==> config.mk <==
export PLATFORM = sky130hd
export DESIGN_NAME = vending_dispense_ctrl
export DESIGN_NICKNAME = d
export VERILOG_FILES = /design/src/rtl/vending_dispense_ctrl.sv
export SDC_FILE = /design/constraint.sdc
export NUM_CORES = 1
export LEC_CHECK = 0
export ABC_CLOCK_PERIOD_IN_PS = 4300
export BUFFER_PORTS_ARGS = -buffer_cell sky130_fd_sc_hd__buf_4
export CAP_MARGIN = 20
export CORE_MARGIN = 10
export CORE_UTILIZATION = 50
export DETAILED_ROUTE_END_ITERATION = 7
export GPL_TIMING_DRIVEN = 0
export PLACE_DENSITY_LB_ADDON = 0.25
export SYNTH_ARGS = -nofsm -noshare
export SYNTH_HDL_FRONTEND = slang
export SYNTH_SLANG_ARGS = --single-unit
==> constraint.sdc <==
create_clock -name clk -period 4.3 [get_ports clk]
set_input_delay 0 -clock clk [delete_from_list [all_inputs] [get_ports clk]]
set_output_delay 0 -clock clk [all_outputs]
set_load 0.02 [all_outputs]
==> src/rtl/vending_dispense_ctrl.sv <==
// vending_dispense_ctrl: coin credit, product vend handshake with timeout refund, and paced change return.
module vending_dispense_ctrl #(
    parameter int PRICE_A    = 3,
    parameter int PRICE_B    = 4,
    parameter int CREDIT_MAX = 12,
    parameter int TIMEOUT    = 16
) (
    input  logic       clk,
    input  logic       rstn,
    input  logic [1:0] coin,
    input  logic [1:0] sel,
    input  logic       cancel,
    input  logic       vend_ack,
    output logic       vend_req,
    output logic       change_pulse,
    output logic       coin_reject,
    output logic       fault,
    output logic [3:0] credit,
    output logic       busy
);
    localparam int TW = $clog2(TIMEOUT + 1);
    typedef enum logic [1:0] {IDLE, CREDIT, VEND, CHANGE} state_t;
    state_t state_q, state_d;
    logic [3:0] credit_q, credit_d, price_q, price_d, sel_price;
    logic [TW-1:0] tmr_q, tmr_d;
    logic vend_req_q, vend_req_d, change_q, change_d, reject_q, reject_d;
    logic fault_q, fault_d, busy_q, busy_d;
    logic coin_v, sel_v;
    logic [4:0] coin_sum;
    assign coin_v    = coin == 2'b01 || coin == 2'b10;
    assign sel_v     = sel == 2'b01 || sel == 2'b10;
    assign sel_price = sel == 2'b01 ? 4'(PRICE_A) : 4'(PRICE_B);
    assign coin_sum  = {1'b0, credit_q} + (coin == 2'b10 ? 5'd2 : 5'd1);
    always_comb begin
        state_d    = state_q;
        credit_d   = credit_q;
        price_d    = price_q;
        tmr_d      = tmr_q;
        vend_req_d = vend_req_q;
        change_d   = 1'b0;
        reject_d   = 1'b0;
        fault_d    = 1'b0;
        case (state_q)
            IDLE, CREDIT: begin
                if (cancel && state_q == CREDIT) begin
                    state_d  = CHANGE;
                    reject_d = coin_v;
                end else if (sel_v && state_q == CREDIT && credit_q >= sel_price) begin
                    state_d    = VEND;
                    credit_d   = credit_q - sel_price;
                    price_d    = sel_price;
                    tmr_d      = '0;
                    vend_req_d = 1'b1;
                    reject_d   = coin_v;
                end else if (coin_v) begin
                    if (coin_sum > 5'(CREDIT_MAX)) reject_d = 1'b1;
                    else begin
                        credit_d = coin_sum[3:0];
                        state_d  = CREDIT;
                    end
                end
            end
            VEND: begin
                reject_d = coin_v;
                if (vend_ack) begin
                    vend_req_d = 1'b0;
                    state_d    = credit_q != 0 ? CHANGE : IDLE;
                end else if (tmr_q == TW'(TIMEOUT - 1)) begin
                    // dispenser never answered: refund the whole price through change
                    vend_req_d = 1'b0;
                    fault_d    = 1'b1;
                    credit_d   = credit_q + price_q;
                    state_d    = CHANGE;
                end else tmr_d = tmr_q + 1'b1;
            end
            CHANGE: begin
                reject_d = coin_v;
                if (!change_q && credit_q != 0) begin
                    change_d = 1'b1;
                    credit_d = credit_q - 1'b1;
                end else if (credit_q == 0) state_d = IDLE;
            end
            default: state_d = IDLE;
        endcase
        busy_d = state_d == VEND || state_d == CHANGE;
    end
    always_ff @(posedge clk) begin
        if (!rstn) begin
            state_q    <= IDLE;
            credit_q   <= '0;
            price_q    <= '0;
            tmr_q      <= '0;
            vend_req_q <= 1'b0;
            change_q   <= 1'b0;
            reject_q   <= 1'b0;
            fault_q    <= 1'b0;
            busy_q     <= 1'b0;
        end else begin
            state_q    <= state_d;
            credit_q   <= credit_d;
            price_q    <= price_d;
            tmr_q      <= tmr_d;
            vend_req_q <= vend_req_d;
            change_q   <= change_d;
            reject_q   <= reject_d;
            fault_q    <= fault_d;
            busy_q     <= busy_d;
        end
    end
    assign vend_req     = vend_req_q;
    assign change_pulse = change_q;
    assign coin_reject  = reject_q;
    assign fault        = fault_q;
    assign credit       = credit_q;
    assign busy         = busy_q;
endmodule

Word level (Yosys, flattened, before mapping)
Cells that the tools add are included.
Word-level totals
  bits in registers: 20
  latch bits: 0
  memory bits (writable): 0
  memory bits (read-only): 0
  bits of input ports: 8
  logic and storage cells: 95
  memories kept: 0
Cells by class
  $add $sub $neg: 5
  multipliers: 0
  div/mod/pow operators: 0
  $lt $le $gt $ge: 2
  equal/unequal tests: 19
  shift-type cells: 0
  multiplexer cells: 37
  bitwise operators: 3
  reduce and logical (&&, ||, !) cells: 20
Operators with widths (count)
  two-way mux 4 bit: 7
  two-way mux 2 bit: 10
  two-way mux 5 bit: 4
  equality test 2 bit (second input constant): 6
  inequality test 2 bit (second input constant): 6
  case mux 4 bit (3 select lines): 1
  two-way mux 1 bit: 10
  case mux 5 bit (2 select lines): 1
  inequality test 3 bit (second input constant): 3
  equality test 2 x 1 -> 1 bit (second input constant): 3
  case mux 2 bit (3 select lines): 1
  AND reduction 6 bit: 1
  adder 4 x 2 -> 5 bit: 1
  adder 5 x 1 -> 5 bit (second input constant): 1
  equality test 5 x 4 -> 1 bit (second input constant): 1
  greater-than comparator 5 x 4 -> 1 bit (second input constant): 1
  AND reduction 5 bit: 1
  adder 4 bit: 1
  greater-or-equal comparator 4 x 3 -> 1 bit: 1
  logical AND 1 bit: 4
  zero test 4 bit: 1
  case mux 1 bit (2 select lines): 2
  AND reduction 4 bit: 1
  nonzero test 4 bit: 1
  other kinds (12): 17

Logic depth before layout (Yosys ltp)
Gate-level depths: netlist of the first run.
  depth after elaboration: 11
  gate-level depth with buffers: 11
  mapped depth without buffers: 11

Worst setup path before layout of the first run
Ideal clock, no wire load.
  kind: flip-flop to flip-flop
  from: register credit_q[0] (netlist: credit[0])
  to: register credit_q[2] (netlist: credit[2])
  library setup time: 0.116 ns
  data arrival time: 2.393 ns
  data required time: 4.184 ns
  path slack: 1.791 ns
  cell stages (with the launch flop): 9
  period minus slack after synthesis: 2.509 ns
  cell sequence: dfxtp_1 > inv_1 > ha_1 > fa_1 > a21boi_0 > o221a_2 > a32o_2 > or2_1 > o211a_1
On the way
  cells in the longest elaborated chain, start to end: 6
  elaborated cells between the ends (all ways): 21
  classes of those cells: add/sub: 4; order compare: 2; eq/ne: 3; mux: 8; reduce/logical: 4
RTL lines
  start: declaration: RTL line 24  | logic [3:0] credit_q, credit_d, price_q, price_d, sel_price;
  start signal: assignment: RTL line 100  | credit_q <= credit_d;
  parallel branches: the longest is 6 deep, another holds adder 4 x 2 -> 5 bit
Several ways; the timed one is not identified. The select of a mux whose other input is x is not followed.
A chain may end at the register's enable or synchronous reset.

Worst setup path in the final report of the first run
Ends and elaborated chain as after synthesis.

==> results of run 1 <==
## sequential cells by signal (all words and copies together), names as in the netlist
signal / flops
coin_reject: 1
price_q: 2
tmr_q: 5
credit: 4
state_q: 2
fault: 1
vend_req: 1
change_pulse: 1
## worst min path at each step
stage / start / cells after the start / endpoint
after floorplan: vend_ack / 1 / fault
after global placement: vend_ack / 2 / fault
after detailed placement: vend_ack / 2 / fault
after CTS: coin[1] / 3 / coin_reject
after global routing: coin[1] / 3 / coin_reject
final: coin[1] / 3 / coin_reject
## power breakdown
group          internal, uW  switching [uW]
combinational           199             257
clock                  36.1            55.3
sequential              183            30.4
total                   418             343
## stage by stage
stage	power, uW	util	cell area (um^2)	hold slack (ns)	setup slack (ns)
after CTS	759	0.614	1520	0.0546	1.71
after global routing	828	0.614	1520	0.0703	1.51
after floorplan	551	-	1310	0.0769	1.79
final	760	0.614	1520	0.0482	1.70
after detailed placement	664	0.591	1470	0.205	1.74
after global placement	654	0.591	1470	0.202	1.79
## area by class of cell
type                            instances  share of cell area
Buffer                                  5              0.0230
Inverter                               14              0.0345
Clock buffer                            4              0.0173
Sequential cell                        17               0.224
Timing Repair Buffer                   19              0.0987
Tap cell                               30              0.0247
Multi-Input combinational cell        123               0.578
## layer usage
| metal | up-vias | track usage |
|---|---|---|
| met5 | - | 0 |
| met4 | 0 | 0.0430 |
| met3 | 7 | 0.0335 |
| met2 | 37 | 0.219 |
| met1 | 538 | 0.147 |
| li1 | 602 | - |
## timing repair
item                                    4_1_cts  5_1_grt
hold buffers                                  3        0
hold endpoints to repair                      4        0
gates resized for setup                       0        0
endpoints found under the setup margin        0        0
## cells by family after synthesis
logic type	synth area share
DFF	0.260
buffers and inverters	0.0670
xor gates and xnor gates	0.0536
adders and majority gates	0.155
AOI/OAI and AO/OA	0.187
muxes	0.0459
and+or+nand+nor	0.232
## worst max-delay path, delay by kind of cell, from the launching register on
family                   cells  cell delay (ns)
AND/OR/NAND/NOR              1             0.26
flip-flops                   1             0.43
buffers and inverters        1             0.11
AO/OA/AOI/OAI                4             1.07
adder cells (fa/ha/maj)      2             0.64
## cell usage in the layout (no fill, tap or decap), types with 2 or more instances in the layout
cell / Yosys / layout
buf_4: 2 / 18
dfxtp_1: 17 / 17
nand2_1: 16 / 16
nor2_1: 15 / 15
inv_1: 14 / 14
ha_1: 13 / 13
o21ai_0: 8 / 8
a21oi_1: 8 / 8
nand2b_1: 6 / 6
mux2i_1: 6 / 6
nor3_1: 5 / 5
nand3b_1: 4 / 4
xor2_1: 4 / 4
xnor2_1: 4 / 4
o221ai_1: 3 / 3
clkbuf_4: 0 / 3
dlygate4sd3_1: 0 / 3
or3_1: 2 / 2
nand3_1: 2 / 2
a32oi_1: 2 / 2
clkbuf_1: 1 / 2
a31oi_1: 2 / 2
nor2b_1: 2 / 2
o211a_1: 2 / 2
o21a_1: 2 / 2
fa_1: 2 / 2
==> metrics.cfg, run 1 <==
[routing]
viasPerCell=5.58
drc=0
highest_layer=met4
dr.pass1.iters=4
routed_wl_um=3070
wl_met1_um=1320
drtIter0Drc=82
wl_met2_um=1490
vias=1184
wl_met3_um=201
post_drt_wl_per_cell_um=14.5
ant_nets=0

[critical_path]
critPathLaunch=credit[0]
end_kind=flip-flop
crit_end=credit[2]
crit_type=reg2reg
path_cells=inv_1 -> ha_1 -> fa_1 -> a21boi_0 -> o221a_2 -> a32o_2 -> or2_1 -> o211a_1
slowest_stage=dfxtp_1
required_ns=4.50
reg2reg_depth=8
r2r_start=credit[0]
cp-start-kind=flip-flop
ff2ff_setup_slack_ns=1.70
r2r_end=credit[2]
critPathArrivalTime_ns=2.81
crit_fanout=7
max_stage_delay_ns=0.43

[layout]
n_antenna_cell=0
fillCellCount=211
synthToLayoutAreaGrowth_pct=16.4
seq_area_um2=340
multi_input_area_um2=880
final_cells=212
layout-drive-gt1-share=0.154
fin_nets=206

[logic_synthesis]
syn_area_mm2=0.00131
yosysWarnings=0
ys_types=41
yosys.area.top_type=dfxtp_1
syn_nets=182
ys_async_sr_fraction=0
synth-edff-count=0
ys_seq_elements=17
synth_top_area_frac=0.260
ys_seq_area_frac=0.260
synth_area_leaders=dfxtp_1, ha_1, mux2i_1, nand2_1, nor2_1
postSynthAreaPerCell_um2=8.22
synth_most_common_cell=dfxtp_1
synth_cells=159
ys.flop_type=dfxtp_1
synth_commonest_cells=dfxtp_1, nand2_1, nor2_1

[cts]
post_cts_buffers=0
cts_tree=done
cts_max_level=1
cts.clk_slew.worst_paths_ns=0.11
clk_latency_ns=0.30
cts_buffer_depth=2
cts.sinks=17
root_buffer=clkbuf_4
numCtsBuffers=3

[grt]
grt_pass1_vias=1232
grt_start_max_net_pins=11
grt_usage=0.127
grt_remaining_overflow=0
grt_first_pass_wirelength_um=5420
grt_antenna_before_repair=0

[worst_hold_path]
hold_path.class=in2reg

[floorplan]
initial_core_util=0.528
fp.dieArea_mm2=0.00506
num_rows=18
ios=17
core_mm2=0.00248
die_w_um=71.1
fp.dieH_um=71.1

[power]
p_per_area_mw_per_mm2=500
leakagePower_uw=0.000695
peakVddDrop_uv=377

[sta]
clock.fmax_ghz=0.384
fin_skew_ns=0.00514
hold_viol=0
maxSlewHeadroom=0.616
drv_slew=0
finalSetupTns_ns=0
fin_crit_sh=0.606
setup_viol=0
worst_pin_slew_ns=0.572
rsz0062_at_grt=false
min_period_ns=2.60

[run]
cap_violations=0

[placement]
dp_cells=205
port_buffers=16
gp_congestion=0.847
place_hpwl_um=2400

[status]
outcome=finished, final reports clean

No activity file was read; power rests on OpenSTA's default activity.
==> run 2: changes to the inputs <==
Settings changed: ABC_CLOCK_PERIOD_IN_PS 4300 to 2700.
Clock period 4.3 ns to 2.7 ns, I/O delays scaled along.
==> run 2 against run 1 <==
Wire length up 1.7%. Critical path type unchanged. Largest power group unchanged. Clock-buffer cell count unchanged. Largest cell class unchanged. Via count up 1.3%. Core utilization increased by 0.25 points.
==> metrics.cfg, run 2 (synthesis results as in run 1) <==
[sta]
drv_slew=0
fin_crit_sh=0.949
min_period_ns=2.56
worst_hold_slack_ns=0.0436
layout_setup_ws_ns=0.138
setup_viol=0
clock.fmax_ghz=0.390
rsz0062_at_grt=false
hold_viol=0
finalSetupTns_ns=0
maxSlewHeadroom=0.651
fin_skew_ns=0.00307
worst_pin_slew_ns=0.519

[layout]
largest_reg_flops=5
final_cell_mix=buf_4, nand2_1, dfxtp_1, nor2_1, inv_1
largest-register=tmr_q
fin_nets=206
final_common_cell=buf_4
synthToLayoutAreaGrowth_pct=16.8
n_antenna_cell=0
layout-drive-gt1-share=0.165
post-route-util=0.617

[cts]
post_cts_buffers=0
cts_buffer_depth=2
clk_latency_ns=0.30
numCtsBuffers=3
cts_max_level=1
cts.clk_slew.worst_paths_ns=0.11
root_buffer=clkbuf_4
cts_tree=done
cts.sinks=17

[floorplan]
fp.dieArea_mm2=0.00506
fp.dieH_um=71.1
die_w_um=71.1
core_mm2=0.00248
num_rows=18
initial_core_util=0.528
ios=17

[critical_path]
cp-start-kind=flip-flop
crit_fanout=7
end_kind=flip-flop
critPathLaunch=credit[1]
r2r_start=credit[1]
crit_type=reg2reg
required_ns=2.91
critPathArrivalTime_ns=2.77

[routing]
vias=1199
routed_wl_um=3120
drtIter0Drc=94
post_drt_wl_per_cell_um=14.7
drc=0
dr.pass1.iters=4
viasPerCell=5.66
ant_nets=0

[grt]
grt_pass1_vias=1232
grt_first_pass_wirelength_um=5420
grt_remaining_overflow=0
grt_start_max_net_pins=11
grt_usage=0.127
grt_antenna_before_repair=0

[placement]
place_hpwl_um=2400
gp_congestion=0.847
place_ws_ns=0.138
port_buffers=16

[power]
p_comb_frac=0.601
power_frac_seq=0.279
peakVddDrop_uv=599
p_clk_frac=0.120
switching_share=0.452
p_per_area_mw_per_mm2=798
p_int_uw=669
p_switching_uw=551
leakagePower_uw=0.000696

[worst_hold_path]
hold_start=coin[1]
hold_path.class=in2reg

[run]
cap_violations=0

[status]
outcome=finished, final reports clean

[run 2: cell count changes in the layout (fill, tap and decap cells not counted)]
cell | before | now
dfxtp_1 | 17 | 16
o21ai_1 | 0 | 1
a211oi_1 | 1 | 0
o21ai_0 | 8 | 7
dfxtp_2 | 0 | 1
a211oi_2 | 0 | 1
[run 2: critical path: stages (launching register included)]
cell	delay [ns]
dfxtp_1	0.50
inv_1	0.17
fa_1	0.47
a21boi_0	0.19
o221a_2	0.38
a32o_2	0.28
or2_1	0.26
o211a_1	0.22
[run 2: timing repair]
action | CTS | global route
hold endpoints to repair | 4 | 0
setup endpoints to repair | 0 | 4
resized for setup | 0 | 3
hold buffers | 3 | 0
[run 2: cell type report]
cell class / count / area, um^2
tap: 30 / 37.5
buffer: 5 / 35.0
inverter: 14 / 52.6
clock buffer: 4 / 26.3
fill: 208 / 950
sequential: 17 / 342
multi-input combinational: 123 / 885
timing repair buffer: 19 / 150
[run 2: layer usage]
metal  track usage  wire [um]
met2         0.219       1530
met4        0.0430         66
met3        0.0335        175
met5             0          0
met1         0.147       1340
[run 2: path summary, 6_finish.rpt]
kind | endpoint | slack, ns | cells after the start
setup / recovery | credit[2] | 0.14 | 7
hold / removal | coin_reject | 0.04 | 3
setup reg to reg | credit[2] | 0.14 | 7
hold reg to reg | tmr_q[1] | 0.49 | 2
[run 2: through the flow]
stage | instances | instance area, um^2 | total power [uW]
6_report | 212 | 1530 | 1220
5_1_grt | 212 | 1530 | 1330
4_1_cts | 212 | 1520 | 1210
3_5_place_dp | 205 | 1470 | 1060
3_3_place_gp | 205 | 1470 | 1040
2_1_floorplan | 159 | 1310 | 877
[run 2: power by group through the flow]
stage	logic, uW	registers [uW]	clock network [uW]
after floorplan	504	373	0
after global placement	701	341	0
after detailed placement	713	344	0
after CTS	725	338	145
after global routing	826	345	155
final	733	340	146
==> run 3: changes to the inputs <==
Settings changed: CORE_MARGIN 10 to not set, PLACE_DENSITY set to 0.71, PLACE_DENSITY_LB_ADDON 0.25 to not set.
==> run 3 against run 2 <==
First-iteration DRC count fell by 71%. Sequential share of layout area rose by 0.074 points. Sequential cell count did not move. Power fell by 1.3%. Worst setup slack got worse by 0.0054 ns. Worst hold slack got worse by 0.016 ns. Clock-buffer cell count did not move. Non-clock buffer count did not move. Register-to-register slack barely moved. Highest routed layer unchanged. Final area fell by 0.33%.
==> metrics.cfg, run 3 (synthesis results as in run 1) <==
[routing]
routed_wl_um=2830
viasPerCell=5.59
vias=1185
drc=0
ant_nets=0
drtIter0Drc=27
dr.pass1.iters=4
post_drt_wl_per_cell_um=13.4

[layout]
final_cell_mix=buf_4, nand2_1, dfxtp_1, nor2_1, inv_1
layout-drive-gt1-share=0.159
fin_nets=206
largest-register=tmr_q
n_antenna_cell=0
synthToLayoutAreaGrowth_pct=16.5
final_common_cell=buf_4
fillCellCount=228
largest_reg_flops=5

[sta]
worst_pin_slew_ns=0.509
finalSetupTns_ns=0
fin_crit_sh=0.951
hold_viol=0
drv_slew=0
worst_hold_slack_ns=0.0277
setup_viol=0
min_period_ns=2.57
rsz0062_at_grt=false
clock.fmax_ghz=0.390
fin_skew_ns=0.00418
maxSlewHeadroom=0.658

[critical_path]
critical_path_depth=7
crit_type=reg2reg
critPathArrivalTime_ns=2.76
path_cells=inv_1 -> fa_1 -> a21boi_0 -> o221a_2 -> a32o_2 -> or2_1 -> o211a_1
crit_family=compound AO/OA/AOI/OAI gates
reg2reg_depth=7
crit_fanout=7
required_ns=2.89
end_kind=flip-flop
ff2ff_setup_slack_ns=0.13
critPathBufInv=1
slowest_stage=dfxtp_1
max_stage_delay_ns=0.50
cp-start-kind=flip-flop

[cts]
cts_tree=done
cts_buffer_depth=2
root_buffer=clkbuf_4
numCtsBuffers=3
cts.clk_slew.worst_paths_ns=0.11
cts_max_level=1
cts.sinks=17
clk_latency_ns=0.29

[worst_hold_path]
holdPathStages=3
hold_path.class=in2reg

[floorplan]
core_mm2=0.00248
ios=17
fp.dieArea_mm2=0.00282
initial_core_util=0.528
fp.dieH_um=53.1
die_w_um=53.1
num_rows=18

[status]
outcome=finished, final reports clean

[placement]
gp_congestion=0.841
place_hpwl_um=2230
port_buffers=16

[power]
leakagePower_uw=0.000695
p_per_area_mw_per_mm2=791
peakVddDrop_uv=492

[grt]
grt_start_max_net_pins=11
grt_first_pass_wirelength_um=4790
grt_pass1_vias=1089
grt_usage=0.234
grt_remaining_overflow=0
grt_antenna_before_repair=0

[run]
cap_violations=0

==> run 3: changes by cell type in the layout (fill, tap and decap cells not counted) <==
| cell | previous run | this run |
|---|---|---|
| a211oi_1 | 0 | 1 |
| a211oi_2 | 1 | 0 |
==> run 3: power breakdown <==
part / switching [uW] / internal (uW)
combinational: 405 / 317
sequential: 47.5 / 292
clock: 85.9 / 57.4
total: 538 / 666
==> run 3: cell type report <==
type	count	area (um^2)	share of cell area
clock buffers	4	26.3	0.0173
repair buffers	19	150	0.0986
well taps	30	37.5	0.0247
inverters	14	52.6	0.0345
flip-flops and latches	17	342	0.224
plain buffers	5	35.0	0.0230
multi-input cells	123	880	0.578
==> run 3: repair_timing <==
action,in CTS,in global routing
resized for setup,0,2
hold buffers,3,0
endpoints found under the hold margin,2,0
setup endpoints to repair,0,2
buffers inserted,0,0
==> run 3: per-stage QoR <==
stage                     instances  total power (uW)  cell area [um^2]   util  setup WS [ns]
final                           212              1200              1520  0.615          0.133
after global routing            212              1310              1520  0.615         0.0133
after global placement          205              1040              1470  0.591          0.180
after CTS                       212              1200              1520  0.614          0.135
after detailed placement        205              1060              1470  0.591          0.143
after floorplan                 159               877              1310      -          0.191
==> run 3: path summary, 6_finish.rpt <==
kind                  to       from
max reg2reg    credit[2]  credit[1]
min          coin_reject    coin[1]
min reg2reg     vend_req   vend_req
max            credit[2]  credit[1]
==> run 3: worst reg2reg max path, delay by kind of cell, from the launching register on <==
kind	cells	cell delay, ns
DFF	1	0.50
and+or+nand+nor	1	0.26
adders and majority gates	1	0.47
AOI/OAI and AO/OA	4	1.06
buffers and inverters	1	0.18
==> run 3: routing by layer <==
| layer | track usage | vias up | part of all wire |
|---|---|---|---|
| met5 | 0 | - | 0 |
| met4 | 0.0658 | 0 | 0.0095 |
| met3 | 0.0431 | 4 | 0.038 |
| met2 | 0.405 | 28 | 0.48 |
| met1 | 0.291 | 550 | 0.48 |
| li1 | - | 603 | - |
